--- src/rtl/pulse_symbol_sequencer.sv ---
// pulse_symbol_sequencer
//   Symbol engine for the pulse transmitter. It walks a program of 2-bit symbols
//   packed 16 per 32-bit data word. Each symbol drives a level on pulse_out for a
//   programmed number of prescaler ticks. The walk covers the window
//   start_idx..end_idx, can optionally loop, and strobes done when it completes
//   normally.
// Ports
//   clk, rst_n            clock, synchronous active-low reset
//   start                 run enable (level): a rising edge launches, low aborts
//   loop                  restart at start_idx after end_idx
//   start_idx, end_idx    symbol index window (7 bits)
//   tick                  one-cycle prescaler strobe
//   dur_low_a/b, dur_high_a/b
//                         duration codes for symbols 00/01/10/11; code D lasts D+1 ticks
//   mem_addr, mem_data    word index pc[6:4] and the word stored there (same cycle)
//   pulse_out             registered output level
//   sym_idx               program counter
//   busy                  high while loading or counting a symbol
//   done                  one-cycle strobe on normal completion
module pulse_symbol_sequencer #(
    parameter int NUM_WORDS = 5
) (
    input  logic        clk,
    input  logic        rst_n,
    input  logic        start,
    input  logic        loop,
    input  logic [6:0]  start_idx,
    input  logic [6:0]  end_idx,
    input  logic        tick,
    input  logic [7:0]  dur_low_a,
    input  logic [7:0]  dur_low_b,
    input  logic [7:0]  dur_high_a,
    input  logic [7:0]  dur_high_b,
    output logic [2:0]  mem_addr,
    input  logic [31:0] mem_data,
    output logic        pulse_out,
    output logic [6:0]  sym_idx,
    output logic        busy,
    output logic        done
);
    localparam int         SPACE   = NUM_WORDS * 16;
    localparam logic [7:0] SPACE_W = 8'(SPACE);

    typedef enum logic [1:0] {S_IDLE, S_LOAD, S_COUNT, S_DONE} state_t;

    state_t      r_state;
    logic [6:0]  r_pc;
    logic [7:0]  r_cnt;
    logic        r_pulse;
    logic        r_busy;
    logic        r_done;
    logic        r_start_q;
    // Set once start has been seen low since reset. If start is still held
    // high when reset is released, it must fall and rise again before it can
    // launch a run.
    logic        r_armed;

    logic [1:0]  w_sym;
    logic [7:0]  w_dur;
    logic [6:0]  w_start_pc;
    logic [6:0]  w_next_pc;
    logic        w_launch;

    assign mem_addr = r_pc[6:4];

    // Symbols beyond the populated words decode as 00, so no unused word is read.
    assign w_sym = ({1'b0, r_pc} < SPACE_W) ? mem_data[{r_pc[3:0], 1'b0} +: 2] : 2'b00;

    always_comb begin
        w_dur = dur_low_a;
        case (w_sym)
            2'b00: w_dur = dur_low_a;
            2'b01: w_dur = dur_low_b;
            2'b10: w_dur = dur_high_a;
            2'b11: w_dur = dur_high_b;
            default: w_dur = dur_low_a;
        endcase
    end

    assign w_start_pc = ({1'b0, start_idx} < SPACE_W) ? start_idx : 7'd0;
    assign w_next_pc  = ({1'b0, r_pc} == SPACE_W - 8'd1) ? 7'd0 : r_pc + 7'd1;
    assign w_launch   = start & ~r_start_q & r_armed;

    always_ff @(posedge clk) begin
        if (!rst_n) begin
            r_state   <= S_IDLE;
            r_pc      <= 7'd0;
            r_cnt     <= 8'd0;
            r_pulse   <= 1'b0;
            r_busy    <= 1'b0;
            r_done    <= 1'b0;
            r_start_q <= 1'b0;
            r_armed   <= 1'b0;
        end else begin
            r_start_q <= start;
            r_done    <= 1'b0;
            if (!start) r_armed <= 1'b1;

            // An abort takes priority over everything, including a tick in this cycle.
            if (r_state != S_IDLE && !start) begin
                r_state <= S_IDLE;
                r_pulse <= 1'b0;
                r_busy  <= 1'b0;
            end else begin
                case (r_state)
                    S_IDLE: begin
                        if (w_launch) begin
                            r_pc    <= w_start_pc;
                            r_state <= S_LOAD;
                            r_busy  <= 1'b1;
                        end
                    end
                    S_LOAD: begin
                        r_pulse <= w_sym[1];
                        r_cnt   <= w_dur;
                        r_state <= S_COUNT;
                    end
                    S_COUNT: begin
                        if (tick) begin
                            if (r_cnt != 8'd0) begin
                                r_cnt <= r_cnt - 8'd1;
                            end else if (r_pc == end_idx) begin
                                if (loop) begin
                                    r_pc    <= w_start_pc;
                                    r_state <= S_LOAD;
                                end else begin
                                    r_state <= S_DONE;
                                    r_busy  <= 1'b0;
                                    r_done  <= 1'b1;
                                end
                            end else begin
                                r_pc    <= w_next_pc;
                                r_state <= S_LOAD;
                            end
                        end
                    end
                    S_DONE: begin
                        r_pulse <= 1'b0;
                        r_state <= S_IDLE;
                    end
                    default: r_state <= S_IDLE;
                endcase
            end
        end
    end

    assign pulse_out = r_pulse;
    assign sym_idx   = r_pc;
    assign busy      = r_busy;
    assign done      = r_done;
endmodule

--- config.mk ---
export PLATFORM = sky130hd
export DESIGN_NAME = pulse_symbol_sequencer
export DESIGN_NICKNAME = d
export VERILOG_FILES = /design/src/rtl/pulse_symbol_sequencer.sv
export SDC_FILE = /design/constraint.sdc
export NUM_CORES = 1
export LEC_CHECK = 0
export CAP_MARGIN = 20
export CORE_MARGIN = 3
export CORE_UTILIZATION = 30
export DETAILED_ROUTE_END_ITERATION = 10
export HOLD_SLACK_MARGIN = 0.02
export PLACE_DENSITY = 0.6
export SLEW_MARGIN = 20
export SYNTH_ARGS = -nofsm -noshare
export SYNTH_HDL_FRONTEND = slang
export SYNTH_SLANG_ARGS = --single-unit
--- constraint.sdc ---
create_clock -name clk -period 3.1 [get_ports clk]
set_input_delay 0.62 -clock clk [delete_from_list [all_inputs] [get_ports clk]]
set_output_delay 0.62 -clock clk [all_outputs]
set_load 0.01 [all_outputs]
After elaboration in Yosys (flattened, before gate mapping)
Cells that the tools add are included.
{"block": "word_totals", "input_bits": 83, "elab_cells": 78, "output_inout_bits": 13, "ff_bits": 22}
{"block": "classes", "n_mux": 27, "addsub": 2, "n_bitwise": 8, "n_shift": 1, "eq_ne": 15, "n_reduce_logical": 15, "magnitude_cmp": 2}
{"cell": "$mux 7", "n": 7}
{"cell": "$pmux 8 s4", "n": 1}
{"cell": "$shiftx 32x6->2", "n": 1}
{"cell": "$mux 8", "n": 2}
{"cell": "$pmux 8 s2", "n": 1}
{"cell": "$lt 7x7->1 const B", "n": 2}
{"cell": "$pmux 7 s2", "n": 1}
{"cell": "$mux 2", "n": 6}
{"cell": "$ne 2x2->1 const B", "n": 6}
{"cell": "$reduce_and 6->1", "n": 2}
{"cell": "$eq 2x2->1 const B", "n": 4}
{"cell": "$pmux 2 s4", "n": 1}
{"cell": "$reduce_bool 2->1", "n": 4}
{"cell": "$reduce_bool 8->1", "n": 1}
{"cell": "$sub 8x1->8 const B", "n": 1}
{"cell": "$add 7x1->7 const B", "n": 1}
{"cell": "$eq 7x7->1", "n": 1}
{"cell": "$eq 7x7->1 const B", "n": 1}
{"cell": "$mux 1", "n": 6}
{"cell": "$not 1->1", "n": 6}
{"cell": "$reduce_or 6->1", "n": 1}
{"cell": "$eq 2x1->1 const B", "n": 2}
{"cell": "$logic_not 2->1", "n": 2}
{"cell": "$pmux 1 s2", "n": 2}
{"cell": "7 further kinds", "n": 8}

Depth between registers and ports, before layout
{"block": "depth", "word_depth": 7, "ltp_mapped": 9, "ltp_nobuf": 8}

Least setup slack after synthesis
No wires, ideal clock.
{"block": "synth_timing", "kind": "flip-flop to flip-flop", "from": "register r_pc[0], in the netlist sym_idx[0]", "to": "register r_cnt[7]", "path_slack_ns": 0.694, "arrival_ns": 2.272, "required_time_ns": 2.966, "path_stages_with_launch": 8, "synth_period_minus_slack_ns": 2.406, "path_cell_list": "dfxtp_1 -> buf_6 -> mux4_2 -> mux4_2 -> o21ba_2 -> nand2b_1 -> a221oi_2 -> o22ai_1"}
{"block": "synth_via", "elab_chain_len": 5}
{"element": "start, declared", "line": "47", "text": "logic [6:0] r_pc;"}
{"element": "start signal, assigned", "line": "108", "text": "r_pc <= w_start_pc;"}
{"element": "start signal, assigned", "line": "124", "text": "r_pc <= w_start_pc;"}
{"element": "start signal, assigned", "line": "132", "text": "r_pc <= w_next_pc;"}
{"element": "$shiftx 32x6->2 / $lt 7x7->1 (equally long branches)", "line": "67", "text": "assign w_sym = ({1'b0, r_pc} < SPACE_W) ? mem_data[{r_pc[3:0], 1'b0} +: 2] : 2'b00;"}
{"element": "$mux 2 (*)", "line": "67"}
{"element": "$eq 2x2->1 (tied with other cells)", "line": "71", "text": "case (w_sym)"}
{"element": "$pmux 8 s4 (*)", "line": "71"}
{"element": "$pmux 8 s2 (*)", "line": "105", "text": "case (r_state)"}
{"element": "end signal, assigned", "line": "115", "text": "r_cnt <= w_dur;"}
{"element": "end signal, assigned", "line": "121", "text": "r_cnt <= r_cnt - 8'd1;"}
{"element": "end, declared", "line": "48", "text": "logic [7:0] r_cnt;"}
Every way passes the cells marked *; elsewhere a longest branch is shown, timed or not.
A chain may end at the register's enable or synchronous reset.

Worst setup path after layout
{"block": "layout_timing", "from": "input mem_data[17]", "to": "register r_cnt[5]"}
{"block": "layout_via", "elab_chain_len": 5}
{"element": "start, declared", "line": "35", "text": "input logic [31:0] mem_data,"}
{"element": "$shiftx 32x6->2 (*)", "line": "67"}
{"element": "$mux 2 (*)", "line": "67"}
{"element": "$eq 2x2->1 (tied with other cells)", "line": "71"}
{"element": "$pmux 8 s4 (*)", "line": "71"}
{"element": "$pmux 8 s2 (*)", "line": "105"}
Marks and branches as above.

==> insert_results.sql <==
INSERT INTO impl_metrics (metric_group, metric, value, unit) VALUES
('global_routing', 'grt_pass1_wl', '10300', 'um'),
('power_and_ir_drop', 'pwr-share-comb', '37.4', '%'),
('yosys', 'synthesis.nets', '331', ''),
('floorplan', 'start_util', '31.2', '%'),
('critical_path', 'worst-path-max-fanout', '7', ''),
('yosys', 'seq_area_frac_synth', '22.1', '%'),
('placement', 'gpl.final_weighted_congestion', '0.823', ''),
('clock_tree', 'cts_hold_buf', '0', ''),
('power_and_ir_drop', 'clock_power_share', '29.0', '%'),
('yosys', 'postSynthRegisterBits', '22', ''),
('global_routing', 'grt_use_met3', '4.70', '%'),
('timing', 'max_freq', '367', 'MHz'),
('critical_path', 'first_element_of_the_critical_path', 'mem_data[17]', ''),
('timing', 'post-route-period-util', '87.8', '%'),
('global_routing', 'globalRouteTotalUtil', '16.6', '%'),
('floorplan', 'floorplan.core_area', '6390', 'sq um'),
('yosys', 'synth_enable_flop_cells', '0', ''),
('clock_tree', 'numClockSinks', '22', ''),
('critical_path', 'timing_worst_setup_path_type', 'in2reg', ''),
('timing', 'finalWorstPathRequiredPeriod', '2.72', 'ns'),
('hold_path', 'hold_path_end', 'r_armed', ''),
('final_layout', 'area.growth.synth_to_final', '54.9', '%'),
('drt', 'drt.antenna.violating_nets', '0', ''),
('yosys', 'netlist.area_leader.share', '22.1', '%'),
('run_status', 'run_status', 'finished clean', ''),
('clock_tree', 'clkLatencyLatePin', '0.27', 'ns'),
('yosys', 'netlist_area', '1990', 'sq um'),
('critical_path', 'worst-endpoint-arrival', '2.90', 'ns'),
('yosys', 'synthDominantAreaCellType', 'dfxtp_1', ''),
('timing', 'finalSetupViolations', '0', ''),
('power_and_ir_drop', 'power.internal', '681', 'uW'),
('yosys', 'post_synth_inst_count', '245', ''),
('floorplan', 'rows', '29', ''),
('timing', 'timing.max_slew.rel_slack', '60.8', '%'),
('critical_path', 'reg2reg_to', 'r_cnt[5]', ''),
('global_routing', 'use_met2', '28.3', '%'),
('timing', 'worst_pin_slew', '0.587', 'ns'),
('power_and_ir_drop', 'net-switching-power', '259', 'uW'),
('placement', 'dpl-instance-area', '3020', 'sq um'),
('run', 'max_cap_violations', '0', ''),
('power_and_ir_drop', 'pwr-share-seq', '33.6', '%'),
('yosys', 'yosysUniqueCellTypes', '59', ''),
('clock_tree', 'clk_root_buffer_cell', 'clkbuf_8', ''),
('clock_tree', 'cts.repair.resized', '0', ''),
('critical_path', 'setup.worst_path.end_class', 'flop', ''),
('yosys', 'synth_top_cells_by_area', 'dfxtp_1 (22%), mux4_2 (7.9%), o21ai_0 (5.0%), nor2_1 (4.1%), xnor2_1 (3.1%)', ''),
('timing', 'finalHoldViolations', '0', ''),
('power_and_ir_drop', 'power', '940', 'uW'),
('timing', 'hold_slack', '0.485', 'ns'),
('timing', 'rsz0062_at_grt', 'false', ''),
('power_and_ir_drop', 'static-leakage-power', '0.00108', 'uW'),
('global_routing', 'globalRouteOverflowTotal', '0', ''),
('critical_path', 'timing.critical_path.from_type', 'primary input', ''),
('power_and_ir_drop', 'share_of_total_power_consumed_by_net_switching', '27.6', '%'),
('floorplan', 'io_pins', '96', ''),
('clock_tree', 'cts.repair_timing.setup_buffer_count', '0', ''),
('critical_path', 'reg2regPathDepth', '7', ''),
('global_routing', 'grt-busiest-layer', 'met2', ''),
('yosys', 'syn_avg_cell_area', '8.14', 'sq um'),
('yosys', 'postSynth.asyncResetShare', '0', '%'),
('critical_path', 'slack_of_the_worst_reg_to_reg_path', '0.41', 'ns'),
('placement', 'hpwl', '5200', 'um'),
('critical_path', 'worst_r2r_startpoint', 'sym_idx[0]', ''),
('final_layout', 'postLayoutCellArea', '3090', 'sq um'),
('hold_path', 'hp-start', 'r_armed', ''),
('drt', 'via_count', '2227', ''),
('hold_path', 'holdPathStages', '2', ''),
('clock_tree', 'number_of_buffers_created_by_cts', '3', ''),
('floorplan', 'dieArea', '7660', 'sq um'),
('final_layout', 'share_of_final_layout_standard_cells_stronger_than_drive_strength_1', '9.28', '%'),
('drt', 'detail_route.vias_per_cell', '5.42', '');
## cells in the final DEF, fill, tap and decap left out, types with 9 or more instances in the layout
| cell | instances |
|---|---|
| clkdlybuf4s50_1 | 95 |
| nor2_1 | 22 |
| dfxtp_1 | 22 |
| o21ai_0 | 20 |
| nand2_1 | 15 |
| a21oi_1 | 12 |
| inv_1 | 9 |
| buf_4 | 9 |
## layer usage
layer,up-vias,share of wire [%],wire (um)
li1,1111,-,-
met1,1037,44,2740
met2,75,48,3030
met3,4,7.8,494
met4,0,0.49,31
met5,-,0,0
## power groups by stage
stage          sequential (uW)  combinational, uW  clock, uW
3_5_place_dp               323                352          0
6_report                   316                351        273
4_1_cts                    316                354        284
3_3_place_gp               323                351          0
5_1_grt                    319                385        294
2_1_floorplan              311                203          0
## logic make-up (layout without fill, tap and decap cells)
logic type                 Yosys count  count (layout)  share of synthesized area [%]
muxes                               17              17                           14.7
DFF                                 22              22                           22.1
AOI/OAI and AO/OA                   80              80                           28.3
buffers and inverters               29             118                           7.28
adders and majority gates            3               3                           1.88
and+or+nand+nor                     87              87                           22.6
xor gates and xnor gates             7               7                           3.07
## worst max-delay path: stages
cell and delay, ns:
clkdlybuf4s50_1 0.41, mux4_1 0.53, a22o_1 0.27, or2_0 0.41
nor2b_4 0.30, a31oi_1 0.12, a211oi_1 0.23
## cell type report
cell class / instances / area, sq um
Multi-Input combinational cell: 194 / 1410
Sequential cell: 22 / 440
Fill cell: 647 / 3300
Timing Repair Buffer: 105 / 1040
Tap cell: 77 / 96.3
Clock inverter: 1 / 30.0
Inverter: 9 / 33.8
Clock buffer: 3 / 41.3
## worst max path at each step
stage | to | slack (ns) | cells past startpoint
after floorplan | r_cnt[7] | 0.69 | 7
after global placement | r_cnt[5] | 0.13 | 7
after detailed placement | r_cnt[5] | 0.08 | 7
after CTS | r_cnt[5] | 0.36 | 7
after global routing | r_cnt[5] | 0.23 | 7
final | r_cnt[5] | 0.38 | 7
## state kept, by name, indices dropped and copies added (netlist names)
signal and flops:
r_cnt 8, done 1, pulse_out 1, r_state 2, r_start_q 1, busy 1, sym_idx 7, r_armed 1
## stage by stage
step	worst slack (ns)	std cells
after detailed placement	0.0823	407
after global placement	0.129	407
after floorplan	0.694	245
after global routing	0.229	411
after CTS	0.364	411
final	0.378	411
## cell usage after synthesis, types with 4 or more instances
master / count
a211oi_1: 4
a21oi_1: 12
a31oi_1: 6
and2_1: 4
clkbuf_1: 12
dfxtp_1: 22
inv_1: 9
mux2i_1: 5
mux4_2: 7
nand2_1: 15
nand2b_1: 6
nand3_1: 8
nor2_1: 22
nor2b_1: 8
nor3_1: 8
o21ai_0: 20
xnor2_1: 7
(Power assumes the default switching activity.)
